<file path="src/rtl/addsub_pkg.sv">
// Shared definitions for the add/subtract accumulator: operation encoding and
// signed saturation limits.
package addsub_pkg;

  typedef enum logic [1:0] {
    OP_ADD  = 2'b00,
    OP_SUB  = 2'b01,
    OP_ACC  = 2'b10,
    OP_LOAD = 2'b11
  } op_e;

  localparam int unsigned MAX_WIDTH = 64;

  // Returns 0111..1 in the low w bits; callers truncate to their own width.
  function automatic logic [MAX_WIDTH-1:0] sat_max(input int unsigned w);
    logic [MAX_WIDTH-1:0] v;
    v = '0;
    for (int unsigned i = 0; i < MAX_WIDTH; i++) begin
      if (i + 1 < w) v[i] = 1'b1;
    end
    return v;
  endfunction

  // Returns 1000..0 in the low w bits.
  function automatic logic [MAX_WIDTH-1:0] sat_min(input int unsigned w);
    logic [MAX_WIDTH-1:0] v;
    v = '0;
    for (int unsigned i = 0; i < MAX_WIDTH; i++) begin
      if (i + 1 == w) v[i] = 1'b1;
    end
    return v;
  endfunction

endpackage

</file>
<file path="src/rtl/addsub_core.sv">
// Combinational arithmetic core: add/sub/accumulate/load with carry, signed
// overflow detection and optional saturation.
module addsub_core
  import addsub_pkg::*;
#(
  parameter int unsigned WIDTH = 8
) (
  input  logic [WIDTH-1:0] i_dataa,
  input  logic [WIDTH-1:0] i_datab,
  input  logic [WIDTH-1:0] i_acc,
  input  op_e              i_op,
  input  logic             i_sat_mode,
  output logic [WIDTH-1:0] o_result,
  output logic             o_carry,
  output logic             o_ovf
);

  localparam int unsigned MSB = WIDTH - 1;
  localparam logic [WIDTH-1:0] SMAX = WIDTH'(sat_max(WIDTH));
  localparam logic [WIDTH-1:0] SMIN = WIDTH'(sat_min(WIDTH));

  logic [WIDTH-1:0] w_opa;
  logic [WIDTH-1:0] w_opb;
  logic [WIDTH:0]   w_sum;
  logic [WIDTH-1:0] w_raw;

  always_comb begin
    w_opa   = i_dataa;
    w_opb   = i_datab;
    w_sum   = '0;
    w_raw   = i_dataa;
    o_carry = 1'b0;
    o_ovf   = 1'b0;
    case (i_op)
      OP_ADD, OP_ACC: begin
        w_opa   = (i_op == OP_ACC) ? i_acc   : i_dataa;
        w_opb   = (i_op == OP_ACC) ? i_dataa : i_datab;
        w_sum   = {1'b0, w_opa} + {1'b0, w_opb};
        w_raw   = w_sum[MSB:0];
        o_carry = w_sum[WIDTH];
        o_ovf   = (w_opa[MSB] == w_opb[MSB]) && (w_sum[MSB] != w_opa[MSB]);
      end
      OP_SUB: begin
        // Bit WIDTH of the extended difference is the unsigned borrow.
        w_sum   = {1'b0, i_dataa} - {1'b0, i_datab};
        w_raw   = w_sum[MSB:0];
        o_carry = w_sum[WIDTH];
        o_ovf   = (i_dataa[MSB] != i_datab[MSB]) && (w_sum[MSB] != i_dataa[MSB]);
      end
      OP_LOAD: begin
        w_raw = i_dataa;
      end
    endcase
    // Overflow direction follows the sign of the first operand.
    o_result = (i_sat_mode && o_ovf) ? (w_opa[MSB] ? SMIN : SMAX) : w_raw;
  end

endmodule

</file>
<file path="src/rtl/addsub_acc.sv">
// Add/subtract accumulator with a single valid/ready output stage, internal
// accumulator, programmable saturation and a sticky overflow flag.
module addsub_acc
  import addsub_pkg::*;
#(
  parameter int unsigned WIDTH       = 8,
  parameter bit          SAT_DEFAULT = 1'b0
) (
  input  logic             clk,
  input  logic             rst_n,
  input  logic             in_valid,
  output logic             in_ready,
  input  logic [1:0]       op,
  input  logic [WIDTH-1:0] dataa,
  input  logic [WIDTH-1:0] datab,
  input  logic             sat_wr,
  input  logic             sat_val,
  input  logic             sticky_clr,
  output logic             out_valid,
  input  logic             out_ready,
  output logic [WIDTH-1:0] result,
  output logic             carry,
  output logic             ovf,
  output logic             ovf_sticky
);

  logic             r_out_valid;
  logic [WIDTH-1:0] r_result;
  logic             r_carry;
  logic             r_ovf;
  logic             r_sticky;
  logic [WIDTH-1:0] r_acc;
  logic             r_sat_mode;

  op_e              w_op;
  logic             w_accept;
  logic [WIDTH-1:0] w_result;
  logic             w_carry;
  logic             w_ovf;

  assign w_op     = op_e'(op);
  assign in_ready = !r_out_valid || out_ready;
  assign w_accept = in_valid && in_ready;

  addsub_core #(
    .WIDTH(WIDTH)
  ) u_core (
    .i_dataa   (dataa),
    .i_datab   (datab),
    .i_acc     (r_acc),
    .i_op      (w_op),
    .i_sat_mode(r_sat_mode),
    .o_result  (w_result),
    .o_carry   (w_carry),
    .o_ovf     (w_ovf)
  );

  always_ff @(posedge clk or negedge rst_n) begin
    if (!rst_n) begin
      r_out_valid <= 1'b0;
      r_result    <= '0;
      r_carry     <= 1'b0;
      r_ovf       <= 1'b0;
      r_sticky    <= 1'b0;
      r_acc       <= '0;
      r_sat_mode  <= SAT_DEFAULT;
    end else begin
      if (w_accept) begin
        r_out_valid <= 1'b1;
        r_result    <= w_result;
        r_carry     <= w_carry;
        r_ovf       <= w_ovf;
        if (w_op == OP_ACC || w_op == OP_LOAD) r_acc <= w_result;
      end else if (out_ready) begin
        r_out_valid <= 1'b0;
      end
      // A new overflow takes priority over a simultaneous clear.
      if (w_accept && w_ovf) r_sticky <= 1'b1;
      else if (sticky_clr)   r_sticky <= 1'b0;
      if (sat_wr) r_sat_mode <= sat_val;
    end
  end

  assign out_valid  = r_out_valid;
  assign result     = r_result;
  assign carry      = r_carry;
  assign ovf        = r_ovf;
  assign ovf_sticky = r_sticky;

endmodule

</file>
<file path="config.mk">
export PLATFORM = sky130hd
export DESIGN_NAME = addsub_acc
export DESIGN_NICKNAME = d
export VERILOG_FILES = /design/src/rtl/addsub_pkg.sv /design/src/rtl/addsub_core.sv /design/src/rtl/addsub_acc.sv
export SDC_FILE = /design/constraint.sdc
export NUM_CORES = 1
export LEC_CHECK = 0
export BUFFER_PORTS_ARGS = -buffer_cell sky130_fd_sc_hd__buf_2
export CORE_ASPECT_RATIO = 1.2
export CORE_MARGIN = 2
export CORE_UTILIZATION = 50
export CTS_BUF_LIST = sky130_fd_sc_hd__clkbuf_8
export DETAILED_ROUTE_END_ITERATION = 7
export PLACE_DENSITY = 0.74
export SYNTH_ARGS = -nofsm -noshare
export SYNTH_HDL_FRONTEND = slang
export SYNTH_SLANG_ARGS = --single-unit
</file>
<file path="constraint.sdc">
create_clock -name clk -period 2.5 [get_ports clk]
set_input_delay 0.25 -clock clk [delete_from_list [all_inputs] [get_ports clk]]
set_output_delay 0.25 -clock clk [all_outputs]
set_load 0.03 [all_outputs]
</file>
# Yosys cells after proc, flatten, opt, wreduce, memory -nomap -nowiden
# Cells that the tools add are included.
# word_totals
input_bits,25
regBits,21
wordCells,41
output_inout_bits,13
# classes
addsub,2
eq_ne,7
n_reduce_logical,13
mux,12
# op_table
op,count
8-bit 2-to-1 mux,5
8-bit case mux with 3 select lines,1
8-bit by 8-bit adder with 9-bit output,1
8-bit by 8-bit subtractor with 9-bit output,1
1-bit logical AND,5
2-bit equality test (second input constant),2
1-bit 2-to-1 mux,4
1-bit case mux with 2 select lines,2
2-bit nonzero test,2
1-bit != test,3
2-bit by 1-bit equality test with 1-bit output (second input constant),1
2-bit logical NOT,1
1-bit logical OR,2
2-bit AND reduction,1
2-bit OR reduction,1
1-bit equality test,1
1-bit logical NOT,1

# Longest topological paths before layout
# Gate-level depths: netlist (run 1).
# logic_depth
word_depth,8
mapped_depth,15
ltp_nobuf,14

# By module
# A second synthesis (run 1) with hierarchy kept.
# unflattened
cells_unflattened,221
hier_area_um2,2137.0
# by_module_without_submodules
mod,area_each_um2,instances,cells_per_inst,seq_area_each_um2
addsub_core,1305.0,1,173,0.0
addsub_acc,832.0,1,48,525.5

# Worst setup path after synthesis (run 1)
# Ideal clock, no wire load.
# synth_timing
path_type,input to register
start,input op[0]
end,register r_acc[0]
path_slack_ns,-0.341
stages,12
path_buffers,2
required_ns,2.379
arrival_ns,2.720
setup_ns,0.121
cell_sequence,buf_2 -> nor2_8 -> buf_1 -> mux2_2 -> ha_1 -> a21oi_1 -> o21ai_0 -> nand2_1 -> nand3_1 -> a31oi_4 -> a21oi_1 -> a22o_1
# synth_between
elab_chain_len,8
elab_cells_between_ends,19
# synth_lines
element,line_no,source
from (decl),addsub_acc.sv:13,"input logic [1:0] op,"
2-bit equality test,-,
8-bit 2-to-1 mux (on tied branches),"addsub_core.sv:36, addsub_core.sv:37",
8-bit by 8-bit adder with 9-bit output,addsub_core.sv:38,"w_sum = {1'b0, w_opa} + {1'b0, w_opb};"
1-bit != test,addsub_core.sv:41,o_ovf = (w_opa[MSB] == w_opb[MSB]) && (w_sum[MSB] != w_opa[MSB]);
1-bit logical AND,addsub_core.sv:41,
1-bit case mux with 2 select lines,addsub_core.sv:34,case (i_op)
1-bit logical AND,addsub_core.sv:55,o_result = (i_sat_mode && o_ovf) ? (w_opa[MSB] ? SMIN : SMAX) : w_raw;
8-bit 2-to-1 mux,addsub_core.sv:55,
to (signal assigned),addsub_acc.sv:73,if (w_op == OP_ACC || w_op == OP_LOAD) r_acc <= w_result;
to (decl),addsub_acc.sv:32,logic [WIDTH-1:0] r_acc;
# Parallel ways exist; a longest one is shown, timed or not.
# A chain may end at the register's enable or synchronous reset.

# Final worst setup path (run 1)
# layout_timing
start,input op[1]
end,"register r_result[6], in the netlist result[6]"
# layout_between
elab_chain_len,8
elab_cells_between_ends,17
# layout_lines
element,line_no,source
2-bit equality test,"addsub_core.sv:34, addsub_core.sv:36, addsub_core.sv:37",
8-bit 2-to-1 mux (on tied branches),"addsub_core.sv:36, addsub_core.sv:37",
8-bit by 8-bit adder with 9-bit output,addsub_core.sv:38,
1-bit != test,addsub_core.sv:41,
1-bit logical AND,addsub_core.sv:41,
1-bit case mux with 2 select lines,addsub_core.sv:34,
1-bit logical AND,addsub_core.sv:55,
8-bit 2-to-1 mux *,addsub_core.sv:55,
to (signal assigned),addsub_acc.sv:70,r_result <= w_result;
to (decl),addsub_acc.sv:28,logic [WIDTH-1:0] r_result;
# Every way passes the cells marked *; elsewhere a longest branch is shown, timed or not.

==> results.ini, run 1 <==
[sta]
clock.fmax_mhz=407
setup_viol=0
drv_slew=0
clock_skew_ns=0.00368
worst_slew_pin_slew_ns=0.442
slew_headroom_pct=70.6
timing.final.crit_share_pct=98.3
fin_ws_ns=0.0415
hold_viol=0
period_needed_ns=2.46

[logic_synthesis]
synth_nets=281
synth-main-ff-cell=dfrtp_1
async_flop_share_pct=100
ys_seq_area_share_pct=26.1
yosys.cell_types.count=54
ys_warn_count=0
synth_top_family_by_area=compound AO/OA/AOI/OAI gates
synth_xor_area_share_pct=3.48
ys_seq_elements=21
mappedNetlistArea_sq_um=2010
synth_simple_gate_area_share_pct=17.4
synth.avg_cell_area_sq_um=8.45
synthMuxAreaShare_pct=7.09
synth-compound-area-share_pct=28.6
synthAdderAreaFrac_pct=11.9
synthCells=238
synth_edf_count=0

[place]
place_inst=357
place_area_sq_um=2530
place_congestion=0.930
hpwl_um=4300
io_buffers=37
dp_slack_ns=-0.240

[clock_network]
cts_tree=yes
htreeDepth=1
clockRootBuffer=clkbuf_8
clkLatencyLatePin_ns=0.26
clock-sinks=21
clockBufferDepth=2
cts_buffers=3
path_clk_slew_ns=0.08

[power]
finalPower_uw=1530
leakagePower_uw=0.00128
vdd_drop_max_uv=275
powerDensity_nw_per_um2=558

[layout]
regArea_sq_um=526
final_cell_area_sq_um=2740
n_fill_cell=308
layout-drive-gt1-share_pct=39.8
fin_cells=368
antenna-diode-count=0
layout_commonest_cell=buf_4
fin_nets=358
fin_util_pct=70.0
multi_input_area_sq_um=1500
syn_to_final_growth_pct=36.0
layout_common_cells=buf_4 (41), buf_2 (35), nor2_1 (25)

[global_routing]
antenna_found_initial=0
grt_util_all_layers_pct=24.5
grt_max_degree=22
grt_pass1_wl_um=8470
overflow=0
first_global_vias=1913

[routing]
drcViolationCount=0
drtIter0Drc=103
drtAntennaViolNets=0
wl_per_cell_um=15.2
drt_wl_total_um=5590
viasPerCell=5.55
routed-via-count=2044
dr.pass1.iters=5

[floorplan]
core_region_area_sq_um=3910
start_util_pct=51.4
die_x_um=61.9
rows=25
die_height_um=73.5
die_area_sq_um=4550
num_io_pins=38

[hold_path]
hp-class=in2reg

[critical_path]
critical_path_required_ns=2.68
path_buf_inv=3
end_kind=flop
startpoint_type=input pin
critical_path.slowest_cell=mux2_4
cpMostUsedCell=o21a_1
max_stage_delay_ns=0.33
crit_fanout=3
crit_type=in2reg
cp_cell_sequence=buf_4 > inv_4 > nor2_4 > mux2_4 > ha_4 > inv_2 > fa_2 > nor2b_4 > o31a_1 > o21a_1 > o21a_1 > nor3_2 > o22ai_2 > a21oi_1
critical_path.top_delay_family=compound AO/OA/AOI/OAI gates
arrival_ns=2.64

[run]
maxCapViolCount=0

[status]
status=finished clean

[Yosys cell counts, types with 3 or more instances]
master,instances,share of area [%]
a21o_1,5,1.9
a21oi_1,18,4.5
a21oi_2,3,1.3
a22o_1,4,1.7
clkbuf_1,5,0.93
dfrtp_1,21,26
ha_1,16,10
inv_1,18,3.4
mux2_2,7,3.9
mux2i_1,3,1.5
nand2_1,24,4.5
nand2b_1,4,1.2
nand3_1,3,0.75
nor2_1,25,4.7
nor2b_1,3,0.93
nor3_1,3,0.75
o211ai_1,3,1.1
o21a_1,3,1.1
o21ai_0,16,4.0
o31ai_1,5,1.9
xnor2_1,6,2.6
[final cells by class]
| class | instances | area share (%) |
|---|---|---|
| Sequential cell | 21 | 19.2 |
| Multi-Input combinational cell | 190 | 55.0 |
| Clock buffer | 3 | 1.51 |
| Clock inverter | 1 | 0.137 |
| Inverter | 20 | 2.84 |
| Timing Repair Buffer | 79 | 18.8 |
| Tap cell | 54 | 2.47 |
[sequential cells by signal, summed over array words and instances (netlist names)]
signal      cells
r_acc           8
result          8
carry           1
out_valid       1
ovf             1
ovf_sticky      1
r_sat_mode      1
[path summary, 6_finish.rpt]
| check | start | end | slack, ns | cells past startpoint |
|---|---|---|---|---|
| min in group asynchronous | rst_n | result[1] | 0.46 | 2 |
| worst max register to register | r_acc[0] | result[6] | 0.06 | 12 |
| worst min register to register | result[2] | result[2] | 0.49 | 2 |
| worst min-delay path | sat_wr | r_sat_mode | 0.17 | 2 |
| max in group asynchronous | rst_n | r_acc[7] | 1.73 | 2 |
| worst max-delay path | op[1] | result[6] | 0.04 | 14 |
[stage by stage]
step	hold slack, ns	setup TNS (ns)
floorplan	-0.0456	0
global placement	0.215	-2.46
detailed placement	0.219	-3.89
CTS	0.175	0
global route	0.178	-0.0156
finish	0.174	0
[routing by layer]
layer / GRT usage [%] / part of all wire (%)
met5: 0 / 0
met4: 9.22 / 3.2
met3: 3.17 / 3.6
met2: 43.4 / 51
met1: 29.2 / 42
[repair_timing]
action,4_1_cts,5_1_grt
hold buffers,1,0
buffers inserted,0,6
endpoints found under the hold margin,21,0
gates resized for setup,0,26
endpoints found under the setup margin,0,19
[power by group]
group,internal (uW),switching [uW]
sequential,418,52.4
combinational,374,466
clock,109,107
total,901,625
[cells by family (layout without fill, tap and decap cells)]
family / after synthesis / count (layout)
DFF: 21 / 21
buffers and inverters: 28 / 103
muxes: 12 / 12
xor gates and xnor gates: 8 / 8
AOI/OAI and AO/OA: 79 / 79
adders and majority gates: 18 / 18
and+or+nand+nor: 72 / 73
Power figures use the tool's default switching activity.
==> run 2: changes to the inputs <==
==> constraint.sdc (replaced) <==
create_clock -name clk -period 2.8 [get_ports clk]
set_input_delay 0.28 -clock clk [delete_from_list [all_inputs] [get_ports clk]]
set_output_delay 0.28 -clock clk [all_outputs]
set_load 0.03 [all_outputs]
==> run 2 against run 1 <==
Against the previous run: via count decreased by 9.2%; largest power group unchanged; critical endpoint is now r_acc[0]; critical path type unchanged; clock power is 10% lower; sequential cell count unchanged; first-iteration DRC count fell by 14%; power is 20% lower; largest cell class unchanged; cell count fell by 8.2%; sequential share of layout area rose by 2.9 points.
==> results.ini, run 2 (synthesis results as in run 1) <==
[critical_path]
arrival_ns=2.76  ; +0.12 ns
end_kind=flop
critical_path_required_ns=2.95  ; +0.27 ns
startpoint_type=input pin
crit_fanout=17  ; +14
crit_type=in2reg

[global_routing]
first_global_vias=1724  ; -9.9%
grt_max_degree=22  ; unchanged
antenna_found_initial=0  ; unchanged
grt_pass1_wl_um=7710  ; -9.0%
overflow=0  ; unchanged
grt_util_all_layers_pct=22.6  ; -2.0 points

[layout]
final_cell_area_sq_um=2380  ; -13%
n_fill_cell=352  ; +14%
antenna-diode-count=0  ; unchanged
layout_common_cells=buf_2 (37), nor2_1 (25), nand2_1 (24)
layout_commonest_cell=buf_2
layout-drive-gt1-share_pct=27.8  ; -12 points
fin_nets=328  ; -8.4%
syn_to_final_growth_pct=18.2

[floorplan]
core_region_area_sq_um=3910  ; unchanged
die_x_um=61.9  ; unchanged
die_area_sq_um=4550  ; unchanged
rows=25  ; unchanged
num_io_pins=38  ; unchanged
start_util_pct=51.4  ; unchanged
die_height_um=73.5  ; unchanged

[power]
p_seq_share_pct=33.9  ; +3.1 points
swShare_pct=40.8  ; -0.20 points
comb_power_share_pct=50.2  ; -4.8 points
power.switching_uw=500  ; -20%
powerDensity_nw_per_um2=515  ; -7.6%
p_int_uw=726  ; -19%
leakagePower_uw=0.00111  ; -13%
vdd_drop_max_uv=221  ; -20%
clockPowerShare_pct=15.8  ; +1.6 points

[routing]
drcViolationCount=0  ; unchanged
drtAntennaViolNets=0  ; unchanged
drtIter0Drc=89  ; -14%
dr.pass1.iters=4  ; -1
drt_wl_total_um=4620  ; -17%
viasPerCell=5.49  ; -1.1%
routed-via-count=1856  ; -9.2%
wl_per_cell_um=13.7  ; -10%

[sta]
slew_headroom_pct=70.3  ; -0.22 points
timing.final.crit_share_pct=93.1
rsz0062_at_grt=false
holdWs_ns=0.218  ; +0.0445 ns
clock_skew_ns=0.00495  ; +0.00127 ns
setup_viol=0  ; unchanged
hold_viol=0  ; unchanged
worst_slew_pin_slew_ns=0.445  ; +0.00337 ns
drv_slew=0  ; unchanged
clock.fmax_mhz=384
period_needed_ns=2.61

[place]
hpwl_um=3880  ; -9.8%
io_buffers=37  ; unchanged
place_area_sq_um=2320  ; -8.3%
place_congestion=0.900  ; -3.2%

[clock_network]
path_clk_slew_ns=0.07  ; about the same
clock-sinks=21  ; unchanged
cts_buffers=3  ; unchanged
clockBufferDepth=2  ; unchanged
cts_setup_buffers=0  ; unchanged
htreeDepth=1  ; unchanged
clkLatencyLatePin_ns=0.26  ; about the same
cts_tree=yes
clockRootBuffer=clkbuf_8

[hold_path]
hp-class=in2reg

[run]
maxCapViolCount=0  ; unchanged

[status]
status=finished clean

-- run 2: changes by cell type in the layout (fill, tap and decap cells not counted), moves of 4 or more --
cell | before | now
buf_4 | 41 | 12
ha_1 | 11 | 16
ha_4 | 5 | 0
o21ai_0 | 11 | 16
a21oi_1 | 14 | 18
a21oi_2 | 7 | 3
o21ai_1 | 6 | 2
-- run 2: area by class of cell --
cell class / count / area (sq um) / share of cell area [%]
timing repair buffer: 50 / 285 / 12.0
clock inverter: 1 / 5.00 / 0.211
multi-input combinational: 189 / 1380 / 57.9
inverter: 20 / 75.1 / 3.16
sequential: 21 / 526 / 22.1
tap: 54 / 67.6 / 2.84
clock buffer: 3 / 41.3 / 1.74
-- run 2: worst max-delay path, cell delays in order --
cell	delay (ns)
buf_2	0.13
nor2_8	0.25
mux2_2	0.37
ha_1	0.32
a21oi_1	0.23
o21ai_0	0.17
nand2_1	0.12
nand3_1	0.14
a31oi_4	0.36
a21oi_1	0.17
a22o_1	0.20
-- run 2: metrics by stage --
step / utilization [%] / instances / setup WS (ns) / power [uW] / setup TNS [ns]
finish: 60.8 / 338 / 0.194 / 1230 / 0
global route: 60.8 / 338 / 0.0149 / 1320 / 0
CTS: 60.8 / 338 / 0.193 / 1230 / 0
detailed placement: 59.4 / 333 / -0.0909 / 1040 / -0.685
global placement: 59.4 / 333 / -0.0204 / 1030 / -0.0636
floorplan: - / 238 / 0.0448 / 860 / 0
-- run 2: power by group through the flow --
stage	logic (uW)	registers [uW]	clock network, uW
2_1_floorplan	372	487	0
3_3_place_gp	606	421	0
3_5_place_dp	616	419	0
4_1_cts	618	416	199
5_1_grt	686	424	207
6_report	616	416	194
-- run 2: final timing paths --
| path | from | endpoint | slack (ns) | cells past startpoint |
|---|---|---|---|---|
| max in group asynchronous | rst_n | result[7] | 2.00 | 2 |
| worst max-delay path | op[0] | r_acc[0] | 0.19 | 11 |
| min in group asynchronous | rst_n | r_acc[2] | 0.49 | 2 |
| worst max register to register | r_acc[6] | r_acc[0] | 0.32 | 9 |
| worst min register to register | result[7] | result[7] | 0.47 | 2 |
| worst min-delay path | sat_wr | r_sat_mode | 0.22 | 2 |
-- run 2: metal layers --
layer	track usage (%)	vias up	wire length, um
li1	-	939	-
met1	28.6	861	2060
met2	38.8	47	2300
met3	2.11	9	170
met4	8.04	0	95
met5	0	-	0
-- run 2: timing repair --
item                       CTS  global route
hold buffers                 1             0
resized for setup            0             0
setup endpoints to repair    0             1
hold endpoints to repair    21             0
==> run 3: changes to the inputs <==
--- a/config.mk
+++ b/config.mk
@@ -6,12 +6,14 @@
 export NUM_CORES = 1
 export LEC_CHECK = 0
 export BUFFER_PORTS_ARGS = -buffer_cell sky130_fd_sc_hd__buf_2
+export CELL_PAD_IN_SITES_DETAIL_PLACEMENT = 1
+export CELL_PAD_IN_SITES_GLOBAL_PLACEMENT = 2
 export CORE_ASPECT_RATIO = 1.2
 export CORE_MARGIN = 2
-export CORE_UTILIZATION = 50
+export CORE_UTILIZATION = 34
 export CTS_BUF_LIST = sky130_fd_sc_hd__clkbuf_8
 export DETAILED_ROUTE_END_ITERATION = 7
-export PLACE_DENSITY = 0.74
+export PLACE_DENSITY = 0.83
 export SYNTH_ARGS = -nofsm -noshare
 export SYNTH_HDL_FRONTEND = slang
 export SYNTH_SLANG_ARGS = --single-unit
==> run 3 against run 2 <==
Against the previous run: critical path depth is 2 higher; clock skew is 0.0014 ns lower; core utilization is 18 points lower; power is 2.3% higher; setup slack better by 0.020 ns; largest power group unchanged.
==> results.ini, run 3 (synthesis results as in run 1) <==
[floorplan]
core_region_area_sq_um=5670  ; +45%
num_io_pins=38  ; unchanged
die_height_um=88.2  ; +20%
die_x_um=74.2  ; +20%
rows=30  ; +20%
die_area_sq_um=6550  ; +44%
start_util_pct=35.5  ; -16 points

[critical_path]
crit_fanout=15  ; -2
end_kind=flop
path_buf_inv=3  ; +2
cpMostUsedCell=nand2_1
critical_path.slowest_cell=mux2_2
startpoint_type=input pin
cp_cell_sequence=buf_2 > nor2_8 > buf_4 > mux2_2 > ha_1 > nand2_1 > o21ai_0 > nand2_1 > nand3_1 > a31oi_4 > buf_12 > a211o_1 > a22o_1
critical_path_required_ns=2.95  ; about the same
critical_path.top_delay_family=compound AO/OA/AOI/OAI gates
max_stage_delay_ns=0.34  ; -0.03 ns
arrival_ns=2.74  ; -0.02 ns
crit_type=in2reg

[global_routing]
grt_pass1_wl_um=8940  ; +16%
grt_util_all_layers_pct=17.6  ; -5.0 points
first_global_vias=1909  ; +11%
antenna_found_initial=0  ; unchanged
overflow=0  ; unchanged
grt_max_degree=22  ; unchanged

[place]
place_congestion=0.806  ; -10%
place_inst=361  ; +8.4%
dp_slack_ns=-0.0716  ; +0.0193 ns
io_buffers=37  ; unchanged
hpwl_um=4550  ; +17%

[routing]
dr.pass1.iters=4  ; unchanged
drcViolationCount=0  ; unchanged
viasPerCell=5.06  ; -7.8%
drtIter0Drc=74  ; -17%
drtAntennaViolNets=0  ; unchanged
wl_per_cell_um=14.8  ; +7.9%
drt_wl_total_um=5410  ; +17%
routed-via-count=1858  ; +0.11%

[layout]
layout_common_cells=buf_2 (37), nor2_1 (25), nand2_1 (24)
fin_util_pct=43.1  ; -18 points
fin_nets=331  ; +0.91%
fin_cells=367  ; +8.6%
syn_to_final_growth_pct=21.6
n_fill_cell=708  ; +100%
antenna-diode-count=0  ; unchanged
layout-drive-gt1-share_pct=28.6  ; +0.75 points
layout_commonest_cell=buf_2

[clock_network]
htreeDepth=1  ; unchanged
path_clk_slew_ns=0.08  ; about the same
cts_tree=yes
clkLatencyLatePin_ns=0.26  ; about the same
cts_buffers=3  ; unchanged
clockRootBuffer=clkbuf_8
clock-sinks=21  ; unchanged
clockBufferDepth=2  ; unchanged

[sta]
clock_skew_ns=0.00351  ; -0.00144 ns
period_needed_ns=2.59  ; -0.0203 ns
holdWs_ns=0.210  ; -0.00802 ns
clock.fmax_mhz=387  ; +0.78%
fin_ws_ns=0.214  ; +0.0203 ns
worst_slew_pin_slew_ns=0.467  ; +0.0219 ns
setup_viol=0  ; unchanged
hold_viol=0  ; unchanged
finalSetupTns_ns=0  ; unchanged
rsz0062_at_grt=false
timing.final.crit_share_pct=92.4  ; -0.72 points
slew_headroom_pct=68.9  ; -1.5 points
drv_slew=0  ; unchanged

[run]
maxCapViolCount=0  ; unchanged

[hold_path]
hp-class=in2reg

[power]
power.switching_uw=516  ; +3.3%
leakagePower_uw=0.00113  ; +1.5%
p_int_uw=738  ; +1.7%
comb_power_share_pct=51.1  ; +0.9 points
p_seq_share_pct=33.3  ; -0.6 points
vdd_drop_max_uv=155  ; -30%
powerDensity_nw_per_um2=513  ; -0.51%
swShare_pct=41.2  ; +0.38 points
clockPowerShare_pct=15.6  ; -0.2 points

[status]
status=finished clean

## run 3: repair_timing
action / 4_1_cts / 5_1_grt
setup buffers: 0 / 1
hold endpoints to repair: 21 / 0
resized for setup: 0 / 0
setup endpoints to repair: 0 / 13
hold buffers: 1 / 0
## run 3: worst reg2reg max path: cells and delay by family, from the launching register on
family	cells	cell delay, ns
AO/OA/AOI/OAI	4	0.72
adder cells (fa/ha/maj)	1	0.32
buffers and inverters	1	0.17
flip-flops	1	0.40
multiplexers	1	0.27
AND/OR/NAND/NOR	3	0.45
## run 3: power by group through the flow
stage	clock, uW	sequential [uW]	combinational (uW)
6_report	195	417	641
5_1_grt	207	428	715
4_1_cts	199	420	642
3_5_place_dp	0	424	639
3_3_place_gp	0	423	628
2_1_floorplan	0	487	372
## run 3: layer usage
layer / wire length [um] / track usage, %
met2: 2760 / 32.5
met3: 87 / 0.342
met1: 2520 / 22.2
met5: 0 / 0
met4: 47 / 4.96
## run 3: area by class of cell
class                           instances  area [sq um]  share of cell area, %
Multi-Input combinational cell        189          1380                   56.3
Inverter                               20          75.1                   3.07
Sequential cell                        21           526                   21.5
Tap cell                               80           100                   4.09
Clock inverter                          1          5.00                  0.205
Timing Repair Buffer                   53           320                   13.1
Clock buffer                            3          41.3                   1.69
## run 3: path summary, 6_finish.rpt
| path | from | endpoint | slack (ns) | cells after the start |
|---|---|---|---|---|
| max in group asynchronous | rst_n | out_valid | 1.97 | 2 |
| hold / removal | sticky_clr | ovf_sticky | 0.21 | 2 |
| setup reg to reg | r_acc[2] | r_acc[3] | 0.35 | 10 |
| min in group asynchronous | rst_n | result[1] | 0.50 | 2 |
| hold reg to reg | ovf | ovf | 0.49 | 2 |
| setup / recovery | op[0] | r_acc[1] | 0.21 | 13 |
## run 3: stage by stage
stage | power (uW) | cell area, sq um
floorplan | 860 | 2010
global placement | 1050 | 2370
detailed placement | 1060 | 2370
CTS | 1260 | 2420
global route | 1350 | 2440
finish | 1250 | 2440
